### src/rtl/if_fetch_stage.sv
// Instruction-fetch stage: drives the instruction-memory address from the PC and captures the returned word into IF/ID.
// Handles sequential fetch, stall, jump/branch redirects that squash the wrong-path word, and halt at the end of the image.
module if_fetch_stage #(
   parameter logic [31:0] RESET_PC = 32'h0000_0000,
   parameter logic [31:0] PC_LIMIT = 32'd124,
   parameter logic [31:0] NOP_WORD = 32'h0000_0000
) (
   input  logic        clk,
   input  logic        rst_n,
   input  logic        stall_i,
   input  logic        jump_i,
   input  logic [31:0] jump_target_i,
   input  logic        branch_taken_i,
   input  logic [31:0] branch_target_i,
   output logic [31:0] imem_addr_o,
   input  logic [31:0] imem_instr_i,
   output logic        ifid_valid_o,
   output logic [31:0] ifid_instr_o,
   output logic [31:0] ifid_pc_o,
   output logic [31:0] ifid_pc_plus4_o,
   output logic        halted_o,
   output logic        misalign_err_o
);

   typedef enum logic {
      ST_RUN,
      ST_HALT
   } state_t;

   state_t      r_state;
   logic [31:0] r_pc;
   logic [31:0] r_ifid_instr;
   logic [31:0] r_ifid_pc;
   logic [31:0] r_ifid_pc_plus4;
   logic        r_ifid_valid;
   logic        r_halted;
   logic        r_misalign;

   logic        w_redirect;
   logic [31:0] w_target_raw;
   logic [31:0] w_target;
   logic        w_target_misaligned;
   logic [31:0] w_pc_plus4;

   // Jump wins over branch; the target is force-aligned but the misalignment is still recorded.
   always_comb begin
      w_redirect          = jump_i | branch_taken_i;
      w_target_raw        = jump_i ? jump_target_i : branch_target_i;
      w_target            = {w_target_raw[31:2], 2'b00};
      w_target_misaligned = |w_target_raw[1:0];
   end

   assign w_pc_plus4 = r_pc + 32'd4;

   always_ff @(posedge clk or negedge rst_n) begin
      if (!rst_n) begin
         r_state         <= ST_RUN;
         r_pc            <= RESET_PC;
         r_ifid_instr    <= NOP_WORD;
         r_ifid_pc       <= '0;
         r_ifid_pc_plus4 <= '0;
         r_ifid_valid    <= 1'b0;
         r_halted        <= 1'b0;
         r_misalign      <= 1'b0;
      end else begin
         case (r_state)
            ST_RUN: begin
               if (w_redirect) begin
                  r_pc         <= w_target;
                  r_ifid_valid <= 1'b0;
                  r_ifid_instr <= NOP_WORD;
                  if (w_target_misaligned) begin
                     r_misalign <= 1'b1;
                  end
               end else if (stall_i) begin
                  r_pc <= r_pc;
               end else if (r_pc >= PC_LIMIT) begin
                  r_state      <= ST_HALT;
                  r_halted     <= 1'b1;
                  r_ifid_valid <= 1'b0;
                  r_ifid_instr <= NOP_WORD;
               end else begin
                  r_ifid_instr    <= imem_instr_i;
                  r_ifid_pc       <= r_pc;
                  r_ifid_pc_plus4 <= w_pc_plus4;
                  r_ifid_valid    <= 1'b1;
                  r_pc            <= w_pc_plus4;
               end
            end
            ST_HALT: begin
               // Stall is ignored here; only a redirect can move the PC, and only an in-image target resumes fetch.
               if (w_redirect) begin
                  r_pc <= w_target;
                  if (w_target_misaligned) begin
                     r_misalign <= 1'b1;
                  end
                  if (w_target < PC_LIMIT) begin
                     r_state  <= ST_RUN;
                     r_halted <= 1'b0;
                  end
               end
            end
            default: begin
               r_state <= ST_RUN;
            end
         endcase
      end
   end

   assign imem_addr_o     = r_pc;
   assign ifid_valid_o    = r_ifid_valid;
   assign ifid_instr_o    = r_ifid_instr;
   assign ifid_pc_o       = r_ifid_pc;
   assign ifid_pc_plus4_o = r_ifid_pc_plus4;
   assign halted_o        = r_halted;
   assign misalign_err_o  = r_misalign;

endmodule

### config.mk
export PLATFORM = sky130hd
export DESIGN_NAME = if_fetch_stage
export DESIGN_NICKNAME = d
export VERILOG_FILES = /design/src/rtl/if_fetch_stage.sv
export SDC_FILE = /design/constraint.sdc
export NUM_CORES = 1
export LEC_CHECK = 0
export BUFFER_PORTS_ARGS = -buffer_cell sky130_fd_sc_hd__buf_2
export CORE_MARGIN = 2
export CORE_UTILIZATION = 36
export DETAILED_ROUTE_END_ITERATION = 8
export GPL_ROUTABILITY_DRIVEN = 0
export MAX_ROUTING_LAYER = met4
export PLACE_DENSITY = 0.63
export SLEW_MARGIN = 40
export SYNTH_ARGS = -nofsm -noshare
export SYNTH_HDL_FRONTEND = slang
export SYNTH_SLANG_ARGS = --single-unit
### constraint.sdc
create_clock -name clk -period 2.3 [get_ports clk]
set_input_delay 0.345 -clock clk [delete_from_list [all_inputs] [get_ports clk]]
set_output_delay 0.345 -clock clk [all_outputs]
set_load 0.02 [all_outputs]
# Yosys cells after proc, flatten, opt, wreduce, memory -nomap -nowiden
# Index checks and enable logic that the tools add are counted.
totals:
  ff_bits: 132
  elab_cells: 56
  inputBits: 101
  output_inout_bits: 131
classes:
  n_addsub: 1
  eq_ne: 8
  magnitude_cmp: 2
  mux: 26
  n_reduce_logical: 6
  bitwise: 5
ops:
  columns: ["op", "n"]
  rows:
  - ["$mux 32", 8]
  - ["$pmux 32 s2", 1]
  - ["$add 32x3->32 const B", 1]
  - ["$ge 32x7->1 const B", 1]
  - ["$lt 32x7->1 const B", 1]
  - ["$mux 1", 15]
  - ["$ne 2x1->1 const B", 3]
  - ["$ne 2x2->1 const B", 3]
  - ["$ne 3x3->1 const B", 2]
  - ["$reduce_and 5->1", 1]
  - ["$not 1->1", 4]
  - ["$pmux 1 s2", 2]
  - ["$reduce_and 2->1", 2]
  - ["$reduce_and 4->1", 1]
  - ["$reduce_and 3->1", 1]
  - ["$reduce_or 2->1", 1]
  - ["$or 1x1->1", 1]

# Depth between registers and ports, before layout
# Gate-level depths: netlist of run 1.
depth:
  word_depth: 5
  mapped_depth: 8
  ltp_nobuf: 5

# Least setup slack after synthesis of run 1
# No wires, ideal clock.
synth_timing:
  path_kind: "reg2reg"
  startpoint: "register r_pc[2] (netlist: imem_addr_o[2])"
  endpoint: "register r_pc[3] (netlist: imem_addr_o[3])"
  required_time_ns: 2.175
  synth_period_minus_slack_ns: 2.262
  path_slack_ns: 0.038
  stages_incl_launch_ff: 7
  n_path_buf: 1
  arrival_time_ns: 2.137
  setup_time_ns: 0.125
  path_cell_list: "dfrtp_1 -> ha_1 -> buf_1 -> o2111a_1 -> nor4b_4 -> nand2b_1 -> mux2_2"
synth_between:
  elab_chain_cells: 5
  word_cells_on_any_way: 8
  classes_between: "1 x add/sub; 1 x order compare; 1 x eq/ne; 4 x mux; 1 x reduce/logical"
synth_rtl:
  columns: ["item", "line_no", "text"]
  rows:
  - ["from (decl)", "31", "logic [31:0] r_pc;"]
  - ["from (signal assigned)", "69", "r_pc <= w_target;"]
  - ["from (signal assigned)", "76", "r_pc <= r_pc;"]
  - ["from (signal assigned)", "87", "r_pc <= w_pc_plus4;"]
  - ["$add 32x3->32", "53", "assign w_pc_plus4 = r_pc + 32'd4;"]
  - ["$mux 32", "77", "end else if (r_pc >= PC_LIMIT) begin"]
  - ["$mux 32", "75", "end else if (stall_i) begin"]
  - ["$mux 32", "68", "if (w_redirect) begin"]
  - ["$pmux 32 s2", "66", "case (r_state)"]
# Several ways; a longest one is shown, not always the timed one. The select of a mux whose other input is x is not followed.
# A chain may end at the register's enable or synchronous reset.

# Final worst setup path of run 1
layout_timing:
  startpoint: "register r_pc[29] (netlist: imem_addr_o[29])"
  endpoint: "register r_ifid_pc[4] (netlist: ifid_pc_o[4])"
layout_between:
  elab_chain_cells: 3
layout_rtl:
  columns: ["item", "line_no", "text"]
  rows:
  - ["$ge 32x7->1", "77", null]
  - ["$not 1->1 (no source line)", null, null]
  - ["$reduce_and 4->1 (no source line)", null, null]
  - ["to (signal assigned)", "84", "r_ifid_pc <= r_pc;"]
  - ["to (decl)", "33", "logic [31:0] r_ifid_pc;"]
# No other way between the ends.

==> flow_metrics.tcl, run 1 <==
set metrics [dict create \
    status "complete, no violations" \
    yosys_warnings 0 \
    wl_um 14700 \
    cts_buffer_depth 2 \
    final_max_slew_viol_count 0 \
    rows 44 \
    max-slew-margin-rel_pct 54.3 \
    grt_use_total_pct 19.7 \
    vias 4514 \
    vdd_drop_max_mv 0.460 \
    rrSetupSlack_ps 60 \
    setup.worst_path.class "reg2reg" \
    r2r_start "imem_addr_o[29]$_DFFE_PN0P_" \
    antennaDiodeCount 0 \
    power_mw 5.80 \
    synth_area_per_cell_sq_um 11.7 \
    drtAntennaViolNets 0 \
    synthesis.area_sq_um 5340 \
    yosysUniqueCellTypes 46 \
    drive_gt1_share_pct 42.9 \
    grt_pass1_vias 4500 \
    dr.pass1.iters 5 \
    tightestPinTransition_ps 686 \
    reg2reg_depth 6 \
    drc 0 \
    p_comb_share_pct 13.2 \
    seq_power_share_pct 41.2 \
    die-width_um 126 \
    synth_edf_count 0 \
    min_period_ps 2240 \
    end_kind "flop" \
    fp.coreArea_sq_um 14500 \
    dp.cells 871 \
    start_util_pct 36.7 \
    hold_path.class "in2reg" \
    reg2reg_to "ifid_pc_o[4]$_DFFE_PN0P_" \
    start_kind "flop" \
    wl_met2_um 7220 \
    ys.flop_type "dfrtp_1" \
    clock_skew_ps 10.7 \
    worstHoldEndpoint "ifid_instr_o[11]$_DFFE_PN0P_" \
    hold_depth 2 \
    finalHoldViolCount 0 \
    dr_wl_met3_um 946 \
    routedWlPerCell_um 16.3 \
    syn2layout_area_growth_pct 40.2 \
    clk_pin_slew_ps 60 \
    grt_pass1_wl_um 24000 \
    synthArstFlopShare_pct 100 \
    rsz0062_at_grt "true" \
    drt_iter0_markers 262 \
    crit_start "imem_addr_o[29]$_DFFE_PN0P_" \
    ios 232 \
    portBuffers 225 \
    yosysSeqAreaShare_pct 59.1 \
    worstPathRequired_ps 2580 \
    hpwlAfterDp_um 11000 \
    htree_levels 4 \
    fin_cells 904 \
    synth_seq_cells 126 \
    fin_crit_sh_pct 97.2 \
    worst-path-max-fanout 17 \
    critPathArrivalTime_ps 2510 \
    p_sw_mw 1.51 \
    max_freq_ghz 0.447 \
    leakage_nw 4.03 \
    vias_per_cell 4.99 \
    wl_met1_um 6380 \
    clock-root-buffer "clkbuf_16" \
    cts_buffers 17 \
    finalSetupViolCount 0 \
    clock_latency_ps 400 \
    clockPowerShare_pct 45.6 \
    cts_num_sinks 126 \
    powerDensity_nw_per_um2 775 \
    switching_share_pct 26.0 \
    antenna_found_initial 0 \
    grt_max_degree 71 \
    cts_tree "yes" \
    die_y_um 126 \
    p_int_mw 4.29 \
    hold_start "imem_instr_i[11]" \
    top_layer_used "met4" \
    fin_nets 810 \
    dieArea_sq_um 15800 \
    maxCapViolations 0 \
    syn_inst 458 \
    grt-ovfl-total 0 \
]
cells in the mapped netlist, types with 2 or more instances:
master    instances  share of area (%)
and3_1            5               0.59
xnor2_1           4               0.66
buf_1             5               0.35
mux2i_1          20                3.8
a21o_1            2               0.28
nor2_1           17                1.2
clkbuf_1         16                1.1
nor2b_1          54                6.3
ha_1              2               0.47
a211oi_1          8                1.1
nand2b_1          2               0.23
o22a_1            3               0.49
o211ai_1          2               0.28
nand3b_1          2               0.28
xor2_1            2               0.33
nand2_1          25                1.8
mux2_2           12                2.5
nor3_1           10               0.94
or2_2             2               0.23
inv_1             8               0.56
o22ai_1           3               0.35
or3_1             3               0.35
nand3_1           8               0.75
nor4_1           14                1.6
a32oi_1           2               0.33
a21oi_1          15                1.4
buf_4             9                1.3
a22o_1           33                5.4
nand4_1           8               0.94
dfrtp_1         126                 59
o21ai_0          19                1.8
a211o_1           3               0.49
logic make-up (layout without fill, tap and decap cells):
| family | count (synthesis) | in the layout | share of synthesized area (%) |
|---|---|---|---|
| fa+ha+maj | 2 | 2 | 0.469 |
| flops | 126 | 126 | 59.1 |
| other cells | 1 | 6 | 0.0703 |
| mux | 32 | 32 | 6.28 |
| simple gates | 155 | 155 | 16.6 |
| buf+inv | 40 | 297 | 3.61 |
| compound gates | 96 | 96 | 12.9 |
| xor+xnor | 6 | 6 | 0.985 |
layout make-up:
class,instances,area [sq um]
clock buffers,20,467
clock inverters,12,135
fillers,1345,7050
inverters,8,30.0
multi-input cells,297,2030
flip-flops and latches,126,3150
well taps,184,230
repair buffers,257,1430
metrics by stage:
stage	hold WS (ps)	area, sq um	setup TNS, ps	setup WS (ps)	util [%]
floorplan	49.4	5360	0	38.5	-
global placement	392	6850	0	56.3	47.1
detailed placement	394	6850	0	3.75	47.1
CTS	132	7460	0	76.6	51.3
global route	137	7480	-2.10	-2.10	51.5
finish	157	7480	0	63.7	51.5
registers in the layout, indices dropped and copies added (netlist names):
| name | flops |
|---|---|
| ifid_pc_plus4_o | 30 |
| misalign_err_o | 1 |
| halted_o | 1 |
| ifid_instr_o | 32 |
| r_state | 1 |
| imem_addr_o | 30 |
| ifid_pc_o | 30 |
| ifid_valid_o | 1 |
worst max-delay path, stage by stage, from the launching register on:
cell	delay [ps]
dfrtp_1	370
nor4_1	470
nand4_1	190
buf_4	200
nor4_4	340
buf_12	200
mux2_2	350
power by group through the flow:
stage | registers, mW | clock network [mW] | logic, mW
floorplan | 2.52 | 0 | 0.272
global placement | 2.42 | 0 | 0.757
detailed placement | 2.42 | 0 | 0.767
CTS | 2.39 | 2.72 | 0.771
global route | 2.40 | 2.83 | 0.838
finish | 2.39 | 2.64 | 0.768
how the worst max path moves through the flow:
stage | cells past startpoint | slack, ps | end
4_1_cts | 5 | 80 | imem_addr_o[29]$_DFFE_PN0P_
6_report | 6 | 60 | ifid_pc_o[4]$_DFFE_PN0P_
5_1_grt | 5 | -2 | imem_addr_o[29]$_DFFE_PN0P_
2_1_floorplan | 6 | 40 | imem_addr_o[3]$_DFFE_PN0P_
3_5_place_dp | 6 | 4 | imem_addr_o[29]$_DFFE_PN0P_
3_3_place_gp | 6 | 60 | imem_addr_o[30]$_DFFE_PN0P_
what timing repair did:
action | CTS | global route
hold endpoints to repair | 70 | 0
resized for setup | 0 | 4
buffers inserted | 0 | 0
endpoints found under the setup margin | 0 | 16
hold buffers | 1 | 0
layer usage:
metal  up-vias  global-route usage [%]
li1       2133                       -
met1      2199                    25.8
met2       172                    30.4
met3        10                    4.67
met4         0                    6.53
met5         -                       -
cells in the final DEF (no fill, tap or decap), drive strengths merged, types with 3 or more instances in the layout:
| master | count |
|---|---|
| a211o | 3 |
| nor2 | 17 |
| o21ai | 19 |
| and3 | 5 |
| a211oi | 8 |
| buf | 256 |
| nand2 | 25 |
| conb | 6 |
| nand3 | 8 |
| inv | 10 |
| a21oi | 15 |
| clkbuf | 20 |
| xnor2 | 4 |
| or3 | 3 |
| nor2b | 54 |
| clkinvlp | 4 |
| dfrtp | 126 |
| o22ai | 3 |
| mux2i | 20 |
| clkinv | 4 |
| nand4 | 8 |
| nor3 | 11 |
| o22a | 3 |
| mux2 | 12 |
| a22o | 33 |
| nor4 | 15 |
Power figures use the tool's default switching activity.
==> inputs of run 2 (changes only) <==
Settings changed: GPL_TIMING_DRIVEN set to 0.
==> flow_metrics.tcl, run 2 (same netlist as run 1, synthesis figures left out) <==
set metrics [dict create \
    layout_common_cells "buf_2 (226), dfrtp_1 (125), nor2b_1 (54)" \
    clock_skew_ps 6.50 \
    fin_tns_setup_ps 0 \
    end_kind "flop" \
    dieArea_sq_um 15800 \
    drtAntennaViolNets 0 \
    reg2reg_depth 5 \
    tightestPinTransition_ps 719 \
    grt_max_degree 69 \
    die-width_um 126 \
    worstHoldEndpoint "ifid_instr_o[24]$_DFFE_PN0P_" \
    worstPathRequired_ps 2580 \
    fin_nets 816 \
    vias 4544 \
    status "complete, no violations" \
    r2r_start "imem_addr_o[16]$_DFFE_PN0P_" \
    clock-root-buffer "clkbuf_16" \
    drt_iter0_markers 227 \
    wl_um 15300 \
    fillers 1378 \
    leakage_nw 4.00 \
    rows 44 \
    p_int_mw 4.17 \
    finalHoldViolCount 0 \
    seq_power_share_pct 42.2 \
    clockPowerShare_pct 45.8 \
    htree_levels 4 \
    p_sw_mw 1.57 \
    largest_register_ffs 32 \
    vias_per_cell 4.99 \
    rrSetupSlack_ps 60 \
    clock_latency_ps 410 \
    antenna_found_initial 0 \
    switching_share_pct 27.3 \
    finalSetupViolCount 0 \
    critPathArrivalTime_ps 2520 \
    grt_use_total_pct 19.9 \
    final_area_sq_um 7410 \
    reg2reg_to "ifid_pc_o[6]$_DFFE_PN0P_" \
    ios 232 \
    fin_crit_sh_pct 97.2 \
    setup.worst_path.class "reg2reg" \
    antennaDiodeCount 0 \
    hold_depth 2 \
    final_max_slew_viol_count 0 \
    hold_path.class "in2reg" \
    min_period_ps 2240 \
    dr.pass1.iters 5 \
    syn2layout_area_growth_pct 38.8 \
    maxCapViolations 0 \
    vdd_drop_max_mv 0.451 \
    p_comb_share_pct 12.0 \
    drive_gt1_share_pct 41.5 \
    grt-ovfl-total 0 \
    die_y_um 126 \
    drc 0 \
    cts_buffer_depth 2 \
    clk_pin_slew_ps 60 \
    placed_cell_area_sq_um 6750 \
    hold_start "imem_instr_i[24]" \
    dp.cells 873 \
    hpwlAfterDp_um 11400 \
    max_freq_ghz 0.447 \
    portBuffers 225 \
    grt_pass1_vias 4706 \
    routedWlPerCell_um 16.8 \
    start_util_pct 36.7 \
    grt_pass1_wl_um 24300 \
    cts_num_sinks 126 \
    hold_slack_ps 153 \
    final_common_cell "buf_2" \
    cts_buffers 17 \
    max-slew-margin-rel_pct 52.1 \
    power_mw 5.74 \
    powerDensity_nw_per_um2 775 \
    start_kind "flop" \
    fp.coreArea_sq_um 14500 \
    fin_cells 910 \
    cts_tree "yes" \
    worst-path-max-fanout 10 \
]
## run 2: worst max path at each step
stage                           startpoint                        endpoint  slack, ps  depth (start not counted)
3_3_place_gp                         rst_n       ifid_pc_o[15]$_DFFE_PN0P_       -670                          1
5_1_grt        imem_addr_o[16]$_DFFE_PN0P_  ifid_pc_plus4_o[4]$_DFFE_PN0P_        -40                          7
2_1_floorplan   imem_addr_o[2]$_DFFE_PN0P_      imem_addr_o[3]$_DFFE_PN0P_         40                          6
6_report       imem_addr_o[16]$_DFFE_PN0P_        ifid_pc_o[6]$_DFFE_PN0P_         60                          5
3_5_place_dp   imem_addr_o[29]$_DFFE_PN0P_        ifid_pc_o[5]$_DFFE_PN0P_       -460                          5
4_1_cts         imem_addr_o[2]$_DFFE_PN0P_     imem_addr_o[25]$_DFFE_PN0P_         30                          7
## run 2: final cells by class
cell class / count / area, sq um / area share [%]
tap: 184 / 230 / 3.11
buffer: 31 / 169 / 2.28
clock buffer: 17 / 425 / 5.74
multi-input combinational: 297 / 2030 / 27.4
inverter: 8 / 30.0 / 0.405
sequential: 126 / 3150 / 42.6
timing repair buffer: 232 / 1210 / 16.4
clock inverter: 15 / 160 / 2.16
## run 2: metal layers
layer | GRT usage (%) | vias to the layer above | wire [um]
li1 | - | 2160 | -
met1 | 25.2 | 2193 | 6700
met2 | 31.1 | 165 | 7410
met3 | 4.42 | 26 | 792
met4 | 8.02 | 0 | 361
met5 | - | - | 0
## run 2: worst max-delay path: stages (launching register included)
cell and delay (ps):
dfrtp_1 430, nor4_1 460, nand3_2 260, nor4_4 410, buf_6 210, mux2_2 340
## run 2: through the flow
step	worst slack, ps	util [%]
after floorplan	38.5	-
after global placement	-673	46.2
after detailed placement	-460	46.4
after CTS	26.2	50.9
after global routing	-39.6	51.0
final	64.9	51.0
## run 2: what timing repair did
action                                  4_1_cts  5_1_grt
hold buffers                                  1        0
endpoints found under the setup margin      103       59
pin swaps                                     3        1
hold endpoints to repair                     67        0
buffers inserted                              5        0
cloned                                        0        0
gates resized for setup                       9        3
## run 2: power by group through the flow
stage / combinational, mW / sequential, mW / clock, mW
2_1_floorplan: 0.272 / 2.52 / 0
3_3_place_gp: 0.666 / 2.45 / 0
3_5_place_dp: 0.685 / 2.46 / 0
4_1_cts: 0.691 / 2.42 / 2.69
5_1_grt: 0.752 / 2.43 / 2.81
6_report: 0.688 / 2.42 / 2.63
==> inputs of run 3 (changes only) <==
==> constraint.sdc (replaced) <==
create_clock -name clk -period 2.3 [get_ports clk]
set_input_delay 0.46 -clock clk [delete_from_list [all_inputs] [get_ports clk]]
set_output_delay 0.46 -clock clk [all_outputs]
set_load 0.02 [all_outputs]
==> flow_metrics.tcl, run 3 (same netlist as run 1, synthesis figures left out) <==
set metrics [dict create \
    worst-path-max-fanout 10 \
    powerDensity_nw_per_um2 776 \
    placed_cell_area_sq_um 6750 \
    clock_skew_ps 6.46 \
    drt_iter0_markers 244 \
    grt_pass1_vias 4704 \
    max_freq_ghz 0.447 \
    cts_buffer_depth 2 \
    antenna_found_initial 0 \
    fin_crit_sh_pct 97.3 \
    largest_register_ffs 32 \
    ios 232 \
    drive_gt1_share_pct 41.5 \
    final_area_sq_um 7400 \
    grt_use_total_pct 19.9 \
    antennaDiodeCount 0 \
    wl_um 15300 \
    start_util_pct 36.7 \
    cts_buffers 17 \
    fin_tns_setup_ps 0 \
    drc 0 \
    hold_slack_ps -8.25 \
    vias 4549 \
    dieArea_sq_um 15800 \
    fin_cells 909 \
    grt_pass1_wl_um 24300 \
    violations "negative hold slack" \
    fin_nets 815 \
    hold_buffers 0 \
    utilization_pct 50.9 \
    grt-ovfl-total 0 \
    hpwlAfterDp_um 11400 \
    vdd_drop_max_mv 0.451 \
    die-width_um 126 \
    leakage_nw 4.00 \
    dp.cells 873 \
    hold_path.class "in2async" \
    final_common_cell "buf_2" \
    layout_common_cells "buf_2 (226), dfrtp_1 (125), nor2b_1 (54)" \
    rows 44 \
    max-slew-margin-rel_pct 51.9 \
    tightestPinTransition_ps 722 \
    final_max_slew_viol_count 0 \
    end_kind "flop" \
    status "finished with violations" \
    start_kind "flop" \
    htree_levels 4 \
    cts_num_sinks 126 \
    portBuffers 225 \
    cts_tree "yes" \
    worstPathRequired_ps 2580 \
    finalHoldViolCount 3 \
    dr.pass1.iters 5 \
    critPathArrivalTime_ps 2520 \
    pre_cts_slack_ps -460 \
    vias_per_cell 5.00 \
    min_period_ps 2240 \
    clock_latency_ps 410 \
    clock-root-buffer "clkbuf_16" \
    syn2layout_area_growth_pct 38.6 \
    setup_ws_ps 62.8 \
    setup.worst_path.class "reg2reg" \
    grt_max_degree 69 \
    finalSetupViolCount 0 \
    clk_pin_slew_ps 60 \
    die_y_um 126 \
    drtAntennaViolNets 0 \
    maxCapViolations 0 \
    routedWlPerCell_um 16.8 \
    fp.coreArea_sq_um 14500 \
]
[run 3: final timing paths]
| check | start | endpoint | slack (ps) | depth (start not counted) |
|---|---|---|---|---|
| max reg2reg | imem_addr_o[17]$_DFFE_PN0P_ | ifid_pc_o[6]$_DFFE_PN0P_ | 60 | 5 |
| min in group clk | imem_instr_i[24] | ifid_instr_o[24]$_DFFE_PN0P_ | 270 | 2 |
| min reg2reg | ifid_pc_o[13]$_DFFE_PN0P_ | ifid_pc_o[13]$_DFFE_PN0P_ | 490 | 1 |
| min | rst_n | imem_addr_o[29]$_DFFE_PN0P_ | -8 | 1 |
| max in group asynchronous | rst_n | ifid_pc_plus4_o[27]$_DFFE_PN0P_ | 1640 | 2 |
| max | imem_addr_o[17]$_DFFE_PN0P_ | ifid_pc_o[6]$_DFFE_PN0P_ | 60 | 5 |
[run 3: routing by layer]
| layer | part of all wire [%] | vias up | global-route usage [%] |
|---|---|---|---|
| met5 | 0 | - | - |
| met4 | 2.4 | 0 | 8.02 |
| met3 | 4.9 | 26 | 4.42 |
| met2 | 49 | 161 | 31.1 |
| met1 | 44 | 2206 | 25.2 |
| li1 | - | 2156 | - |
[run 3: critical path: stages (launching register included)]
cell	delay, ps
dfrtp_1	440
nor4_1	450
nand3_2	260
nor4_4	410
buf_6	210
mux2_2	340
[run 3: layout make-up]
class	instances	area, sq um
Buffer	31	169
Inverter	8	30.0
Timing Repair Buffer	231	1200
Fill cell	1379	7140
Tap cell	184	230
Sequential cell	126	3150
Multi-Input combinational cell	297	2030
Clock buffer	17	425
Clock inverter	15	160
[run 3: through the flow]
stage	hold slack, ps	power [mW]
after detailed placement	446	3.14
after floorplan	164	2.79
after CTS	7.59	5.80
final	-8.25	5.74
after global routing	19.2	5.99
after global placement	476	3.12
[run 3: power by group]
part	switching (mW)	total (mW)	internal (mW)
sequential	0.124	2.42	2.30
combinational	0.424	0.687	0.263
clock	1.02	2.63	1.61
[run 3: repair_timing]
| item | CTS | global route |
|---|---|---|
| pin swaps | 3 | 1 |
| hold endpoints to repair | 0 | 0 |
| setup endpoints to repair | 103 | 59 |
| buffers inserted | 5 | 0 |
| gates resized for setup | 9 | 3 |
